**src/rtl/atomic_unit.sv**
```systemverilog
// rtl/atomic_unit.sv - RV32A sequencer: AMO read-modify-write and LR/SC with a single reservation
//
// Optional feature macro: ATOMIC_MISALIGN_EN
//   defined     -> adds o_misaligned; a start with i_addr[1:0]!=0 completes without a memory access
//   not defined -> i_addr[1:0] is ignored and every access is word-aligned

module atomic_unit #(
    parameter int XLEN      = 32,
    parameter int RESV_GRAN = 2
) (
    input  logic            clk,
    input  logic            rst,
    input  logic            i_start,
    input  logic [4:0]      i_op,
    input  logic [XLEN-1:0] i_addr,
    input  logic [XLEN-1:0] i_rs2,
    input  logic            i_resv_clr,
    output logic            o_busy,
    output logic            o_done,
    output logic [XLEN-1:0] o_rd_data,
    output logic [XLEN-1:0] o_mem_addr,
    output logic            o_mem_rd,
    output logic            o_mem_wr,
    output logic [XLEN-1:0] o_mem_wdata,
    input  logic [XLEN-1:0] i_mem_rdata,
    input  logic            i_mem_ack,
    output logic [4:0]      o_alu_op,
    output logic [XLEN-1:0] o_alu_s1,
    output logic [XLEN-1:0] o_alu_s2,
    input  logic [XLEN-1:0] i_alu_res
`ifdef ATOMIC_MISALIGN_EN
    ,
    output logic            o_misaligned
`endif
);

    // funct5 encodings of the RV32A operations
    localparam logic [4:0] OP_ADD  = 5'b00000;
    localparam logic [4:0] OP_SWAP = 5'b00001;
    localparam logic [4:0] OP_LR   = 5'b00010;
    localparam logic [4:0] OP_SC   = 5'b00011;
    localparam logic [4:0] OP_XOR  = 5'b00100;
    localparam logic [4:0] OP_OR   = 5'b01000;
    localparam logic [4:0] OP_AND  = 5'b01100;
    localparam logic [4:0] OP_MIN  = 5'b10000;
    localparam logic [4:0] OP_MAX  = 5'b10100;
    localparam logic [4:0] OP_MINU = 5'b11000;
    localparam logic [4:0] OP_MAXU = 5'b11100;

    // sequencer states
    localparam logic [1:0] ST_IDLE  = 2'd0;
    localparam logic [1:0] ST_LOAD  = 2'd1;
    localparam logic [1:0] ST_STORE = 2'd2;
    localparam logic [1:0] ST_DONE  = 2'd3;

    logic [1:0]               state;
    logic [4:0]               op_q;
    logic [XLEN-1:0]          addr_q;
    logic [XLEN-1:0]          rs2_q;
    logic [XLEN-1:0]          word_q;
    logic [XLEN-1:0]          rd_q;
    logic                     resv_valid;
    logic [XLEN-1:RESV_GRAN]  resv_gran;

    logic [4:0]               start_op;
    logic                     start_mis;
    logic                     start_sc_ok;
    logic                     is_lr;
    logic                     is_sc;
    logic                     load_ack;
    logic                     store_ack;
    logic                     take_start;

    // Anything outside the defined funct5 set behaves as a swap, and the alu sees that same code
    function automatic logic [4:0] norm_op(input logic [4:0] op);
        case (op)
            OP_ADD, OP_SWAP, OP_LR, OP_SC, OP_XOR, OP_OR, OP_AND,
            OP_MIN, OP_MAX, OP_MINU, OP_MAXU: norm_op = op;
            default:                          norm_op = OP_SWAP;
        endcase
    endfunction

    assign start_op    = norm_op(i_op);
    assign take_start  = (state == ST_IDLE) && i_start;
    assign start_sc_ok = resv_valid && (resv_gran == i_addr[XLEN-1:RESV_GRAN]);
    assign is_lr       = (op_q == OP_LR);
    assign is_sc       = (op_q == OP_SC);
    assign load_ack    = (state == ST_LOAD) && i_mem_ack;
    assign store_ack   = (state == ST_STORE) && i_mem_ack;

`ifdef ATOMIC_MISALIGN_EN
    assign start_mis = (i_addr[1:0] != 2'b00);
`else
    logic unused_addr_lsb;
    assign start_mis       = 1'b0;
    assign unused_addr_lsb = ^i_addr[1:0];
`endif

    // Main sequencer: operand latching, state progression and the rd value
    always_ff @(posedge clk) begin
        if (rst) begin
            state  <= ST_IDLE;
            op_q   <= 5'd0;
            addr_q <= '0;
            rs2_q  <= '0;
            word_q <= '0;
            rd_q   <= '0;
        end else begin
            case (state)
                ST_IDLE: begin
                    if (i_start) begin
                        op_q   <= start_op;
                        addr_q <= i_addr;
                        rs2_q  <= i_rs2;
                        if (start_mis) begin
                            state <= ST_DONE;
                        end else if (start_op == OP_SC) begin
                            if (start_sc_ok) begin
                                state <= ST_STORE;
                            end else begin
                                state <= ST_DONE;
                                rd_q  <= {{(XLEN-1){1'b0}}, 1'b1};
                            end
                        end else begin
                            state <= ST_LOAD;
                        end
                    end
                end
                ST_LOAD: begin
                    if (i_mem_ack) begin
                        word_q <= i_mem_rdata;
                        rd_q   <= i_mem_rdata;
                        state  <= is_lr ? ST_DONE : ST_STORE;
                    end
                end
                ST_STORE: begin
                    if (i_mem_ack) begin
                        state <= ST_DONE;
                        if (is_sc) begin
                            rd_q <= '0;
                        end
                    end
                end
                default: begin
                    state <= ST_IDLE;
                end
            endcase
        end
    end

    // Reservation tracking; an external clear outranks a set or clear in the same cycle
    always_ff @(posedge clk) begin
        if (rst) begin
            resv_valid <= 1'b0;
            resv_gran  <= '0;
        end else if (i_resv_clr) begin
            resv_valid <= 1'b0;
        end else begin
            if (take_start && !start_mis && (start_op == OP_SC) && !start_sc_ok) begin
                resv_valid <= 1'b0;
            end
            if (load_ack && is_lr) begin
                resv_valid <= 1'b1;
                resv_gran  <= addr_q[XLEN-1:RESV_GRAN];
            end
            if (store_ack) begin
                if (is_sc) begin
                    resv_valid <= 1'b0;
                end else if (resv_valid && (resv_gran == addr_q[XLEN-1:RESV_GRAN])) begin
                    resv_valid <= 1'b0;
                end
            end
        end
    end

`ifdef ATOMIC_MISALIGN_EN
    // Misalignment flag rides alongside the single DONE cycle
    always_ff @(posedge clk) begin
        if (rst) begin
            o_misaligned <= 1'b0;
        end else if (take_start && start_mis) begin
            o_misaligned <= 1'b1;
        end else begin
            o_misaligned <= 1'b0;
        end
    end
`endif

    assign o_busy      = (state != ST_IDLE);
    assign o_done      = (state == ST_DONE);
    assign o_mem_rd    = (state == ST_LOAD);
    assign o_mem_wr    = (state == ST_STORE);
    assign o_mem_addr  = {addr_q[XLEN-1:2], 2'b00};
    assign o_mem_wdata = (state == ST_STORE) ? (is_sc ? rs2_q : i_alu_res) : '0;
    assign o_rd_data   = rd_q;
    assign o_alu_op    = op_q;
    assign o_alu_s1    = rs2_q;
    assign o_alu_s2    = word_q;

endmodule

```
**config.mk**
```make
export PLATFORM = sky130hd
export DESIGN_NAME = atomic_unit
export DESIGN_NICKNAME = d
export VERILOG_FILES = /design/src/rtl/atomic_unit.sv
export SDC_FILE = /design/constraint.sdc
export NUM_CORES = 1
export LEC_CHECK = 0
export BUFFER_PORTS_ARGS = -buffer_cell sky130_fd_sc_hd__buf_2
export CAP_MARGIN = 20
export CORE_ASPECT_RATIO = 1.5
export CORE_UTILIZATION = 44
export DETAILED_ROUTE_END_ITERATION = 7
export PLACE_DENSITY = 0.84
export SLEW_MARGIN = 20
export SYNTH_ARGS = -nofsm -noshare
export SYNTH_HDL_FRONTEND = slang
export SYNTH_SLANG_ARGS = --single-unit
```
**constraint.sdc**
```tcl
create_clock -name clk -period 2.1 [get_ports clk]
set_input_delay 0.21 -clock clk [delete_from_list [all_inputs] [get_ports clk]]
set_output_delay 0.21 -clock clk [all_outputs]
set_load 0.02 [all_outputs]
```
---- Yosys cells after proc, flatten, opt, wreduce, memory -nomap -nowiden ----
Cells that the tools add are included.
W data, S select, Z words.
word-level totals
  bits in writable memories ............... 0
  memories kept ........................... 0
  latch bits .............................. 0
  bits in registers ....................... 166
  logic and storage cells ................. 75
  ROM bits ................................ 0
operators by class
  reductions and logical operators ........ 20
  equality and inequality tests ........... 24
  muxes and demuxes ....................... 22
  $mul .................................... 0
  divide/modulo/power cells ............... 0
  bitwise logic cells ..................... 1
  shifts and indexed selects .............. 0
  add/subtract/negate cells ............... 0
  magnitude comparators ................... 0
operators by type and width
  kind                  number
  $mux W32              8
  $pmux W32 S3          1
  $eq A30 B30 Y1        2
  $eq A5 B2 Y1 const B  5
  $eq A5 B5 Y1 const B  4
  $reduce_or A11 Y1     1
  $eq A5 B4 Y1 const B  2
  $logic_and A1 B1 Y1   8
  $mux W2               4
  $ne A2 B1 Y1 const B  4
  $mux W1               7
  $reduce_and A7 Y1     1
  $pmux W2 S3           1
  $reduce_and A2 Y1     3
  $eq A5 B1 Y1 const B  1
  $eq A5 B3 Y1 const B  1
  $logic_not A5 Y1      1
  $mux W5               1
  $eq A2 B2 Y1 const B  2
  $ne A2 B2 Y1 const B  2
  $reduce_and A3 Y1     1
  $reduce_bool A3 Y1    1
  $eq A2 B1 Y1 const B  1
  $logic_not A2 Y1      1
  4 further kinds       4

---- Logic depth before layout (Yosys ltp) ----
Gate-level depths: netlist of run 1.
  word-level depth ........................ 11
  gate-level depth with buffers ........... 9
  depth with buffers taken out ............ 8

---- Least setup slack after synthesis of run 1 ----
Ideal clock, no wire load.
  kind .................................... register -> register
  from .................................... register state[0]
  to ...................................... register rd_q[10], in the netlist o_rd_data[10]
  data arrival time ....................... 2.319 ns
  clock period less this slack ............ 2.377 ns
  path buffers ............................ 2
  setup slack ............................. -0.277 ns
  library setup time ...................... 0.058 ns
  stages on the path, launching flop included .. 10
  cell sequence ........................... dfxtp_1 inv_1 ha_1 clkbuf_1 nor2_1 o221ai_1 a221o_1 a2111oi_4 buf_6 a211o_1
between the ends
  cells in the longest elaborated chain, start to end .. 3
RTL lines
  item                                                          line  RTL
  start, declared                                               56    logic [1:0] state;
  start signal, assigned                                        133   state <= is_lr ? ST_DONE : ST_STORE;
  $eq A2 B2 Y1 (*)                                              --
  named net o_mem_wr                                            23    output logic o_mem_wr,
  $ne A2 B1 Y1 (no line) or $reduce_bool A3 Y1 (tied branches)  --
  $reduce_and A7 Y1 (no line)                                   --
  end signal, assigned                                          122   rd_q <= {{(XLEN-1){1'b0}}, 1'b1};
  end signal, assigned                                          132   rd_q <= i_mem_rdata;
  end, declared                                                 61    logic [XLEN-1:0] rd_q;
Mark *: on every way through the listed nets, which the timed path passes. The rest lies on a longest branch.
A chain may end at the register's enable or synchronous reset.

---- Worst setup path in the final report of run 1 ----
  from .................................... register op_q[3], in the netlist o_alu_op[3]
  to ...................................... output o_mem_wdata[19]
between the ends
  cells in the longest elaborated chain, start to end .. 3
RTL lines
  item                    line  RTL
  start, declared         57    logic [4:0] op_q;
  start signal, assigned  112   op_q <= start_op;
  $eq A5 B2 Y1            87    assign is_sc = (op_q == OP_SC);
  $mux W32 (2 in series)  194   assign o_mem_wdata = (state == ST_STORE) ? (is_sc ? rs2_q : i_alu_res) : '0;
  end, declared           24    output logic [XLEN-1:0] o_mem_wdata,
Every way passes these cells.

==> impl_metrics.env, run 1 <==
export IMPL_floorplan_rows=57
export IMPL_synthTopCellsByArea="sky130_fd_sc_hd__dfxtp_1, sky130_fd_sc_hd__nand2_1, sky130_fd_sc_hd__a21oi_1"
export IMPL_worstHoldEndpoint="o_alu_s1[26]"
export IMPL_die_area_mm2=0.0173
export IMPL_first_pass_detailed_route_iteration_total=5
export IMPL_place_port_buffers=302
export IMPL_clockBufferDepth=2
export IMPL_path_clk_slew_ps=70
export IMPL_globalRouteMet1Util_pct=32.1
export IMPL_synth_ff_type="sky130_fd_sc_hd__dfxtp_1"
export IMPL_finalHoldViolations=0
export IMPL_route_detailed_drc=0
export IMPL_routing_layer_with_the_top_usage_in_global_route="met2"
export IMPL_worst_path_max_fanout=8
export IMPL_netlist_area_mm2=0.00738
export IMPL_routedWlPerCell_um=16.8
export IMPL_cts_tree="yes"
export IMPL_static_leak_uw=0.00503
export IMPL_synth_edff_count=0
export IMPL_grt_pass1_vias=7428
export IMPL_hold_ws_ps=20.0
export IMPL_grt_pass1_wl_mm=37.9
export IMPL_synth_warnings=0
export IMPL_run_status="finished, violations left"
export IMPL_ys_seq_elements=164
export IMPL_post_synth_cell_area_avg_um2=7.85
export IMPL_layout_cells_most_common_list="sky130_fd_sc_hd__nand2_1, sky130_fd_sc_hd__buf_2, sky130_fd_sc_hd__dfxtp_1"
export IMPL_grt_start_max_net_pins=165
export IMPL_layout_min_cycle_time_ps=2250
export IMPL_tightestPinTransition_ps=755
export IMPL_worst_ir_drop_on_vdd_v=0.000691
export IMPL_worst_path_setup_slack_after_routing_ps=-146
export IMPL_area_delta_synth_final_pct=44.5
export IMPL_cts_root_buffer="sky130_fd_sc_hd__clkbuf_16"
export IMPL_worst_r2r_cell_count=9
export IMPL_postRouteAntennaNets=0
export IMPL_floorplan_initialDensity_pct=45.2
export IMPL_cp_data_required_time_ps=1890
export IMPL_synth_top_cell_by_area="sky130_fd_sc_hd__dfxtp_1"
export IMPL_async_flop_share_pct=0
export IMPL_criticalPathCategory="reg -> out"
export IMPL_worst_setup_path_end_kind="output pin"
export IMPL_synth_distinct_cells=40
export IMPL_drive_gt1_share_pct=35.7
export IMPL_routed_via_density=5.31
export IMPL_dr_first_iter_drc_count=558
export IMPL_p_per_area_mw_per_mm2=1020
export IMPL_grt_setup_unrepaired="yes"
export IMPL_worst_r2r_startpoint="resv_gran[5]"
export IMPL_hold_path_class="in -> reg"
export IMPL_slew_headroom_pct=49.7
export IMPL_post_synth_inst_count=940
export IMPL_cts_htree_levels=4
export IMPL_place_congestion=0.854
export IMPL_nNetsFinal=1409
export IMPL_timing_hold_worst_start="i_rs2[26]"
export IMPL_maxCapViolations=0
export IMPL_violations="setup timing"
export IMPL_final_core_util_pct=65.3
export IMPL_r2r_end="o_rd_data[14]"
export IMPL_grt_util_met3_pct=6.82
export IMPL_grt_ovfl_total=0
export IMPL_insertedDiodeCount=0
export IMPL_initial_antenna_violation_count=1
export IMPL_min_path_cells=3
export IMPL_inserted_clock_buffers=17
export IMPL_die_height_um=161
export IMPL_register_to_register_setup_slack_ps=10
export IMPL_setup_viol=32
export IMPL_tritoncts_num_sinks=164
export IMPL_floorplan_die_width_um=108
export IMPL_routed_via_count=7893
export IMPL_slew_violations=0
export IMPL_clock_insertion_delay_at_the_later_pin_of_the_skew_report_ps=420
export IMPL_core_area_mm2=0.0163
export IMPL_commonest_non_fill_non_tap_cell_in_the_layout="sky130_fd_sc_hd__nand2_1"
export IMPL_pin_count=307
export IMPL_fin_worst_skew_ps=10.1
export IMPL_globalRouteMet2Util_pct=49.4
export IMPL_route_final_wire_length_mm=25.0
export IMPL_synth_seq_area_share_pct=44.5
export IMPL_timing_fmax_mhz=445
export IMPL_synth_top_cell_area_share_pct=44.5
export IMPL_min_period_over_period_pct=107
export IMPL_grt_usage_pct=28.1
export IMPL_pre_cts_ws_ps=-109
export IMPL_detailedPlacementHpwl_mm=16.5
export IMPL_arrival_time_at_the_worst_endpoint_ps=2040
export IMPL_setup_worst_path_start_class="flip-flop"
==> where the power goes <==
part	total, uW	switching [uW]	internal [uW]	leakage [uW]
clock	3120	1320	1800	0.000280
sequential	3830	315	3510	0.00134
combinational	3970	2420	1550	0.00341
total	10900	4050	6860	0.00503
==> area by class of cell <==
type | count | area [um^2]
clock buffer | 19 | 443
clock inverter | 13 | 149
fill | 1329 | 5670
inverter | 7 | 31.3
multi-input combinational | 698 | 4030
sequential | 164 | 3300
tap | 206 | 258
timing repair buffer | 379 | 2460
==> stage by stage <==
step / power (uW) / setup TNS (ps) / cells / cell area, um^2
2_1_floorplan: 6120 / 0 / 941 / 7430
3_3_place_gp: 7470 / -19.2 / 1421 / 9310
3_5_place_dp: 7550 / -2880 / 1421 / 9310
4_1_cts: 10800 / -3890 / 1479 / 10400
5_1_grt: 11500 / -6800 / 1486 / 10700
6_report: 10900 / -3000 / 1486 / 10700
==> routing by layer <==
layer	wire length [um]	part of all wire, %	up-vias
li1	-	-	3807
met1	9720	39	3706
met2	13000	52	326
met3	1600	6.4	52
met4	664	2.7	2
met5	10	0.040	-
==> cells in the mapped netlist (2+ instances only) <==
master,n
sky130_fd_sc_hd__nand3_1,3
sky130_fd_sc_hd__dfxtp_1,164
sky130_fd_sc_hd__xor2_1,11
sky130_fd_sc_hd__nor3b_1,31
sky130_fd_sc_hd__and2_1,3
sky130_fd_sc_hd__nor4_1,6
sky130_fd_sc_hd__nor2b_1,2
sky130_fd_sc_hd__nand2_1,316
sky130_fd_sc_hd__buf_4,2
sky130_fd_sc_hd__nor2_1,8
sky130_fd_sc_hd__a211o_1,32
sky130_fd_sc_hd__a21boi_0,32
sky130_fd_sc_hd__nand4_1,14
sky130_fd_sc_hd__a22oi_1,3
sky130_fd_sc_hd__xnor2_1,49
sky130_fd_sc_hd__ha_1,4
sky130_fd_sc_hd__a21oi_1,131
sky130_fd_sc_hd__buf_2,3
sky130_fd_sc_hd__buf_1,3
sky130_fd_sc_hd__and3_1,32
sky130_fd_sc_hd__nor3_1,4
sky130_fd_sc_hd__buf_6,3
sky130_fd_sc_hd__a31oi_1,2
sky130_fd_sc_hd__clkbuf_1,61
sky130_fd_sc_hd__inv_1,6
==> cells by family after synthesis <==
| group | synth area share [%] |
|---|---|
| adders and majority gates | 0.678 |
| buffers and inverters | 4.47 |
| DFF | 44.5 |
| AOI/OAI and AO/OA | 17.6 |
| other | 0.0508 |
| muxes | 0.136 |
| and+or+nand+nor | 25.5 |
| xor gates and xnor gates | 7.12 |
==> timing repair <==
| item | in CTS | in global routing |
|---|---|---|
| setup buffers | 3 | 5 |
| cloned | 3 | 2 |
| gates resized for setup | 65 | 53 |
| hold endpoints to repair | 20 | 0 |
| endpoints found under the setup margin | 63 | 72 |
| hold buffers | 20 | 0 |
| pin swaps | 5 | 45 |
==> worst max-delay path, stage by stage, from the launching register on <==
cell and delay (ps):
sky130_fd_sc_hd__dfxtp_2 330, sky130_fd_sc_hd__nor4b_4 330, sky130_fd_sc_hd__buf_4 170, sky130_fd_sc_hd__and2_4 170
sky130_fd_sc_hd__buf_12 120, sky130_fd_sc_hd__buf_16 120, sky130_fd_sc_hd__nand2_2 70, sky130_fd_sc_hd__a21boi_2 170
sky130_fd_sc_hd__buf_6 140
==> sequential cells by signal, indices dropped and copies added (netlist names) <==
register / count
o_alu_s2: 32
o_alu_s1: 32
resv_valid: 1
o_alu_op: 5
addr_q: 30
o_rd_data: 32
resv_gran: 30
state: 2
==> worst max path at each step <==
stage	from	endpoint	slack (ps)	depth (start not counted)
after floorplan	state[0]	o_rd_data[10]	4	9
after global placement	i_addr[8]	o_rd_data[21]	-4	9
after detailed placement	i_addr[7]	o_rd_data[25]	-110	9
after CTS	o_alu_op[2]	o_mem_wdata[1]	-170	8
after global routing	o_alu_op[3]	o_mem_wdata[19]	-230	8
final	o_alu_op[3]	o_mem_wdata[19]	-150	8
(Power assumes the default switching activity.)
==> run 2: changes to the inputs <==
--- a/config.mk
+++ b/config.mk
@@ -6,8 +6,8 @@
 export NUM_CORES = 1
 export LEC_CHECK = 0
 export BUFFER_PORTS_ARGS = -buffer_cell sky130_fd_sc_hd__buf_2
-export CAP_MARGIN = 20
 export CORE_ASPECT_RATIO = 1.5
+export CORE_MARGIN = 3
 export CORE_UTILIZATION = 44
 export DETAILED_ROUTE_END_ITERATION = 7
 export PLACE_DENSITY = 0.84
==> constraint.sdc (replaced) <==
create_clock -name clk -period 1.9 [get_ports clk]
set_input_delay 0.19 -clock clk [delete_from_list [all_inputs] [get_ports clk]]
set_output_delay 0.19 -clock clk [all_outputs]
set_load 0.02 [all_outputs]
==> run 2 against run 1 <==
Die area up 6.3%. Utilization is 4.5 points higher. Critical path type unchanged. Total power is 15% higher. The run still ends with setup timing left. Worst setup slack lost 100 ps. Critical endpoint is now o_mem_wdata[21]. Critical path depth fell by 1. Highest routed layer is now met4.
==> impl_metrics.env, run 2 (synthesis gave the netlist of run 1 again) <==
export IMPL_layout_cells_most_common_list="sky130_fd_sc_hd__nand2_1, sky130_fd_sc_hd__buf_2, sky130_fd_sc_hd__dfxtp_1"
export IMPL_die_height_um=165
export IMPL_worst_path_setup_slack_after_routing_ps=-251
export IMPL_drive_gt1_share_pct=36.4
export IMPL_cts_htree_levels=4
export IMPL_floorplan_die_width_um=112
export IMPL_list_of_cells_traversed_by_the_critical_path="nor4b_4 -> buf_4 -> and2_4 -> buf_16 -> nand2_1 -> a21boi_2 -> buf_4"
export IMPL_pin_count=307
export IMPL_maxCapViolations=0
export IMPL_run_status="finished, violations left"
export IMPL_floorplan_rows=57
export IMPL_clockBufferDepth=2
export IMPL_setup_viol=63
export IMPL_place_port_buffers=302
export IMPL_route_detailed_drc=0
export IMPL_worst_r2r_startpoint="o_alu_op[3]"
export IMPL_grt_setup_unrepaired="yes"
export IMPL_detailedPlacementHpwl_mm=17.7
export IMPL_grt_ovfl_total=0
export IMPL_routedWlPerCell_um=17.5
export IMPL_min_period_over_period_pct=113
export IMPL_cp_data_required_time_ps=1710
export IMPL_violations="setup timing"
export IMPL_timing_critical_path_depth=7
export IMPL_route_final_wire_length_mm=27.2
export IMPL_criticalPathCategory="reg -> out"
export IMPL_die_area_mm2=0.0184
export IMPL_path_common_cell="sky130_fd_sc_hd__buf_4"
export IMPL_timing_hold_worst_start="i_rs2[1]"
export IMPL_grt_usage_pct=28.1
export IMPL_pre_cts_ws_ps=-212
export IMPL_area_delta_synth_final_pct=54.5
export IMPL_ff_latch_area_mm2=0.00329
export IMPL_inserted_clock_buffers=17
export IMPL_cts_tree="yes"
export IMPL_stdcell_count=1558
export IMPL_cts_root_buffer="sky130_fd_sc_hd__clkbuf_16"
export IMPL_critical_path_startpoint="o_alu_op[3]"
export IMPL_post_place_cells=1449
export IMPL_routed_via_count=8333
export IMPL_min_path_cells=3
export IMPL_p_per_area_mw_per_mm2=1100
export IMPL_hold_path_class="in -> reg"
export IMPL_multiInputGateArea_mm2=0.00403
export IMPL_postRouteAntennaNets=0
export IMPL_worst_ir_drop_on_vdd_v=0.000802
export IMPL_place_congestion=0.889
export IMPL_path_clk_slew_ps=70
export IMPL_cpMaxStageDelayCell="sky130_fd_sc_hd__dfxtp_2"
export IMPL_layout_min_cycle_time_ps=2150
export IMPL_worst_path_max_fanout=16
export IMPL_finalHoldViolations=0
export IMPL_grt_pass1_vias=8057
export IMPL_routed_via_density=5.35
export IMPL_worst_setup_path_end_kind="output pin"
export IMPL_clock_insertion_delay_at_the_later_pin_of_the_skew_report_ps=420
export IMPL_timing_critical_path_slowest_cell_delay_ps=340
export IMPL_critPathTopFamily="simple AND/OR/NAND/NOR gates"
export IMPL_nNetsFinal=1478
export IMPL_fin_worst_skew_ps=12.0
export IMPL_first_pass_detailed_route_iteration_total=6
export IMPL_commonest_non_fill_non_tap_cell_in_the_layout="sky130_fd_sc_hd__nand2_1"
export IMPL_initial_antenna_violation_count=0
export IMPL_filler_cell_count=1210
export IMPL_arrival_time_at_the_worst_endpoint_ps=1960
export IMPL_critical_path_buf_inv_count=3
export IMPL_core_area_mm2=0.0163
export IMPL_worst_r2r_cell_count=8
export IMPL_setup_worst_path_start_class="flip-flop"
export IMPL_slew_violations=0
export IMPL_static_leak_uw=0.00536
export IMPL_grt_start_max_net_pins=79
export IMPL_grt_pass1_wl_mm=41.6
export IMPL_dr_first_iter_drc_count=770
export IMPL_floorplan_initialDensity_pct=45.2
export IMPL_timing_fmax_mhz=465
export IMPL_tritoncts_num_sinks=164
-- run 2: changes by cell type in the layout (fill, tap and decap cells not counted), moves of 5 or more --
cell / change
sky130_fd_sc_hd__a21boi_1: -8
sky130_fd_sc_hd__a21boi_2: +8
sky130_fd_sc_hd__dfxtp_2: -5
sky130_fd_sc_hd__dlygate4sd3_1: +36
sky130_fd_sc_hd__buf_12: +6
sky130_fd_sc_hd__buf_4: +26
sky130_fd_sc_hd__nand2_1: +5
sky130_fd_sc_hd__dfxtp_1: +5
-- run 2: metal layers --
metal  vias to the layer above  share of wire [%]  global-route usage (%)
li1                       3948                  -                       -
met1                      3896                 38                    32.8
met2                       411                 51                    48.6
met3                        78                6.5                    5.94
met4                         0                4.2                    14.3
met5                         -                  0                       0
-- run 2: power by group --
part           leakage, uW  total [uW]  internal, uW  switching, uW
Clock             0.000291        3430          1920           1510
Combinational      0.00373        4850          2050           2810
Sequential         0.00134        4230          3880            352
Total              0.00536       12500          7850           4670
-- run 2: path summary, 6_finish.rpt --
kind / slack (ps) / to
worst max register to register: -250 / o_rd_data[8]
worst min-delay path: 20 / o_alu_s1[1]
worst max-delay path: -250 / o_mem_wdata[21]
worst min register to register: 450 / o_alu_s2[30]
-- run 2: layout make-up --
| type | instances | area share [%] |
|---|---|---|
| Timing Repair Buffer | 448 | 28.0 |
| Antenna cell | 3 | 0.0658 |
| Inverter | 7 | 0.296 |
| Clock inverter | 13 | 1.21 |
| Tap cell | 206 | 2.26 |
| Multi-Input combinational cell | 698 | 35.4 |
| Sequential cell | 164 | 28.9 |
| Clock buffer | 19 | 3.97 |
-- run 2: timing repair --
item	CTS	global route
hold endpoints to repair	67	0
cloned	6	1
hold buffers	56	0
pin swaps	24	5
setup endpoints to repair	65	91
buffers inserted	10	4
gates resized for setup	66	17
-- run 2: metrics by stage --
stage	hold WS (ps)	util [%]	area, um^2	power (uW)	TNS (ps)
CTS	0.00577	69.2	11300	12500	-11670
detailed placement	411	59.4	9710	8540	-6450
finish	22.9	69.8	11400	12500	-12940
global route	2.68	69.8	11400	13100	-18400
floorplan	280	-	7560	6870	-3130
global placement	404	59.4	9710	8450	-5720
-- run 2: tightest hold or removal path: stages --
cell and delay, ps:
sky130_fd_sc_hd__buf_2 100, sky130_fd_sc_hd__nand2_1 50, sky130_fd_sc_hd__a21oi_1 50
==> run 3: changes to the inputs <==
--- a/config.mk
+++ b/config.mk
@@ -8,9 +8,9 @@
 export BUFFER_PORTS_ARGS = -buffer_cell sky130_fd_sc_hd__buf_2
 export CORE_ASPECT_RATIO = 1.5
 export CORE_MARGIN = 3
-export CORE_UTILIZATION = 44
+export CORE_UTILIZATION = 48
 export DETAILED_ROUTE_END_ITERATION = 7
-export PLACE_DENSITY = 0.84
+export PLACE_DENSITY = 0.87
 export SLEW_MARGIN = 20
 export SYNTH_ARGS = -nofsm -noshare
 export SYNTH_HDL_FRONTEND = slang
==> constraint.sdc (replaced) <==
create_clock -name clk -period 2.2 [get_ports clk]
set_input_delay 0.22 -clock clk [delete_from_list [all_inputs] [get_ports clk]]
set_output_delay 0.22 -clock clk [all_outputs]
set_load 0.02 [all_outputs]
==> run 3 against run 2 <==
Final cell count shrank 7.5%. Critical path depth unchanged. The flow still finishes with violations (setup timing). Non-clock buffer count is 105 lower. First-iteration DRC count decreased by 37%. Worst setup slack improved by 200 ps. Wire length down 6.3%. Count of clock-buffer cells in the layout shrank 2. Worst hold slack got worse by 5.8 ps. Global-route usage fell by 0.57 points. Critical path type unchanged. Sequential share of layout area is 3.1 points higher. Clock skew is 1.5 ps lower. Utilization down 0.054 points.
==> impl_metrics.env, run 3 (synthesis gave the netlist of run 1 again) <==
export IMPL_run_status="finished, violations left"
export IMPL_violations="setup timing"
export IMPL_finalHoldViolations=0
export IMPL_setup_worst_path_start_class="flip-flop"
export IMPL_grt_setup_unrepaired="yes"
export IMPL_cts_root_buffer="sky130_fd_sc_hd__clkbuf_16"
export IMPL_route_detailed_drc=0
export IMPL_critical_path_buf_inv_count=3
export IMPL_met1_length_mm=9.79
export IMPL_static_leak_uw=0.00491
export IMPL_setup_viol=25
export IMPL_grt_start_max_net_pins=165
export IMPL_arrival_time_at_the_worst_endpoint_ps=2030
export IMPL_slew_violations=0
export IMPL_place_congestion=0.894
export IMPL_wl_met3_mm=1.75
export IMPL_p_per_area_mw_per_mm2=1010
export IMPL_floorplan_die_width_um=107
export IMPL_tritoncts_num_sinks=164
export IMPL_cpMaxStageDelayCell="sky130_fd_sc_hd__dfxtp_2"
export IMPL_path_clk_slew_ps=70
export IMPL_inserted_clock_buffers=17
export IMPL_die_area_mm2=0.0169
export IMPL_grt_pass1_vias=7240
export IMPL_grt_ovfl_total=0
export IMPL_cts_htree_levels=4
export IMPL_cts_tree="yes"
export IMPL_drive_gt1_share_pct=34.8
export IMPL_floorplan_rows=54
export IMPL_met2RoutedLength_mm=13.1
export IMPL_hold_path_class="in -> reg"
export IMPL_timing_critical_path_slowest_cell_delay_ps=340
export IMPL_core_area_mm2=0.0148
export IMPL_highest_layer="met5"
export IMPL_initial_antenna_violation_count=1
export IMPL_dr_first_iter_drc_count=488
export IMPL_worst_path_max_fanout=8
export IMPL_clock_insertion_delay_at_the_later_pin_of_the_skew_report_ps=420
export IMPL_layout_cells_most_common_list="sky130_fd_sc_hd__nand2_1, sky130_fd_sc_hd__buf_2, sky130_fd_sc_hd__dfxtp_1"
export IMPL_routed_via_count=7854
export IMPL_cp_data_required_time_ps=1980
export IMPL_nNetsFinal=1373
export IMPL_route_final_wire_length_mm=25.5
export IMPL_min_period_over_period_pct=102
export IMPL_timing_fmax_mhz=445
export IMPL_stdcell_count=1441
export IMPL_setup_tns_ps=-490
export IMPL_commonest_non_fill_non_tap_cell_in_the_layout="sky130_fd_sc_hd__nand2_1"
export IMPL_finalPower_uw=10400
export IMPL_slew_headroom_pct=36.1
export IMPL_post_place_cells=1393
export IMPL_grt_usage_pct=27.6
export IMPL_fin_worst_skew_ps=10.5
export IMPL_area_delta_synth_final_pct=39.8
export IMPL_routedWlPerCell_um=17.7
export IMPL_layout_min_cycle_time_ps=2250
export IMPL_detailedPlacementHpwl_mm=17.2
export IMPL_place_port_buffers=302
export IMPL_worst_path_setup_slack_after_routing_ps=-49.3
export IMPL_postRouteAntennaNets=0
export IMPL_clockBufferDepth=2
export IMPL_routed_via_density=5.45
export IMPL_grt_pass1_wl_mm=37.3
export IMPL_die_height_um=158
export IMPL_pin_count=307
export IMPL_floorplan_initialDensity_pct=49.9
export IMPL_first_pass_detailed_route_iteration_total=6
export IMPL_criticalPathCategory="reg -> out"
export IMPL_critPathTopFamily="simple AND/OR/NAND/NOR gates"
export IMPL_maxCapViolations=0
export IMPL_worst_setup_path_end_kind="output pin"
export IMPL_list_of_cells_traversed_by_the_critical_path="nor4b_4 -> buf_4 -> and2_4 -> buf_12 -> nand2_4 -> a21boi_2 -> buf_6"
export IMPL_worst_ir_drop_on_vdd_v=0.000611
export IMPL_tightestPinTransition_ps=955
run 3: cell type report:
type | instances | area [um^2]
tap | 196 | 245
timing repair buffer | 343 | 2170
antenna | 1 | 2.50
fill | 1180 | 4470
inverter | 7 | 26.3
clock inverter | 15 | 163
clock buffer | 17 | 425
multi-input combinational | 698 | 3990
sequential | 164 | 3300
run 3: routing by layer:
layer | vias up | track usage, %
met3 | 58 | 5.47
met1 | 3708 | 33.1
met4 | 2 | 11.3
li1 | 3742 | -
met2 | 344 | 48.0
met5 | - | 0
run 3: power by group:
| group | total (uW) | internal [uW] | leakage (uW) | switching (uW) |
|---|---|---|---|---|
| Clock | 2950 | 1530 | 0.000290 | 1420 |
| Combinational | 3810 | 1500 | 0.00329 | 2310 |
| Sequential | 3670 | 3350 | 0.00134 | 319 |
| Total | 10400 | 6370 | 0.00491 | 4060 |
run 3: final timing paths:
check                           slack, ps              end      startpoint  cells past startpoint
worst min register to register        450      o_alu_s2[0]     o_alu_s2[0]                      2
worst max-delay path                  -50  o_mem_wdata[14]     o_alu_op[3]                      7
worst min-delay path                   20     o_rd_data[1]  i_mem_rdata[1]                      2
worst max register to register         40    o_rd_data[30]    resv_gran[7]                      9
run 3: what timing repair did:
item,CTS,global route
hold buffers,4,0
setup buffers,2,3
pin swaps,1,23
resized for setup,45,92
hold endpoints to repair,4,0
endpoints found under the setup margin,32,64
cloned,1,5
run 3: stage by stage:
step	hold WS [ps]	cell area [um^2]	util, %	setup WS, ps
after detailed placement	435	9160	61.9	2.78
after global placement	420	9160	61.9	121
final	17.0	10300	69.8	-49.3
after floorplan	310	7390	-	9.15
after global routing	8.89	10300	69.7	-126
after CTS	1.11	9910	67.0	-63.0
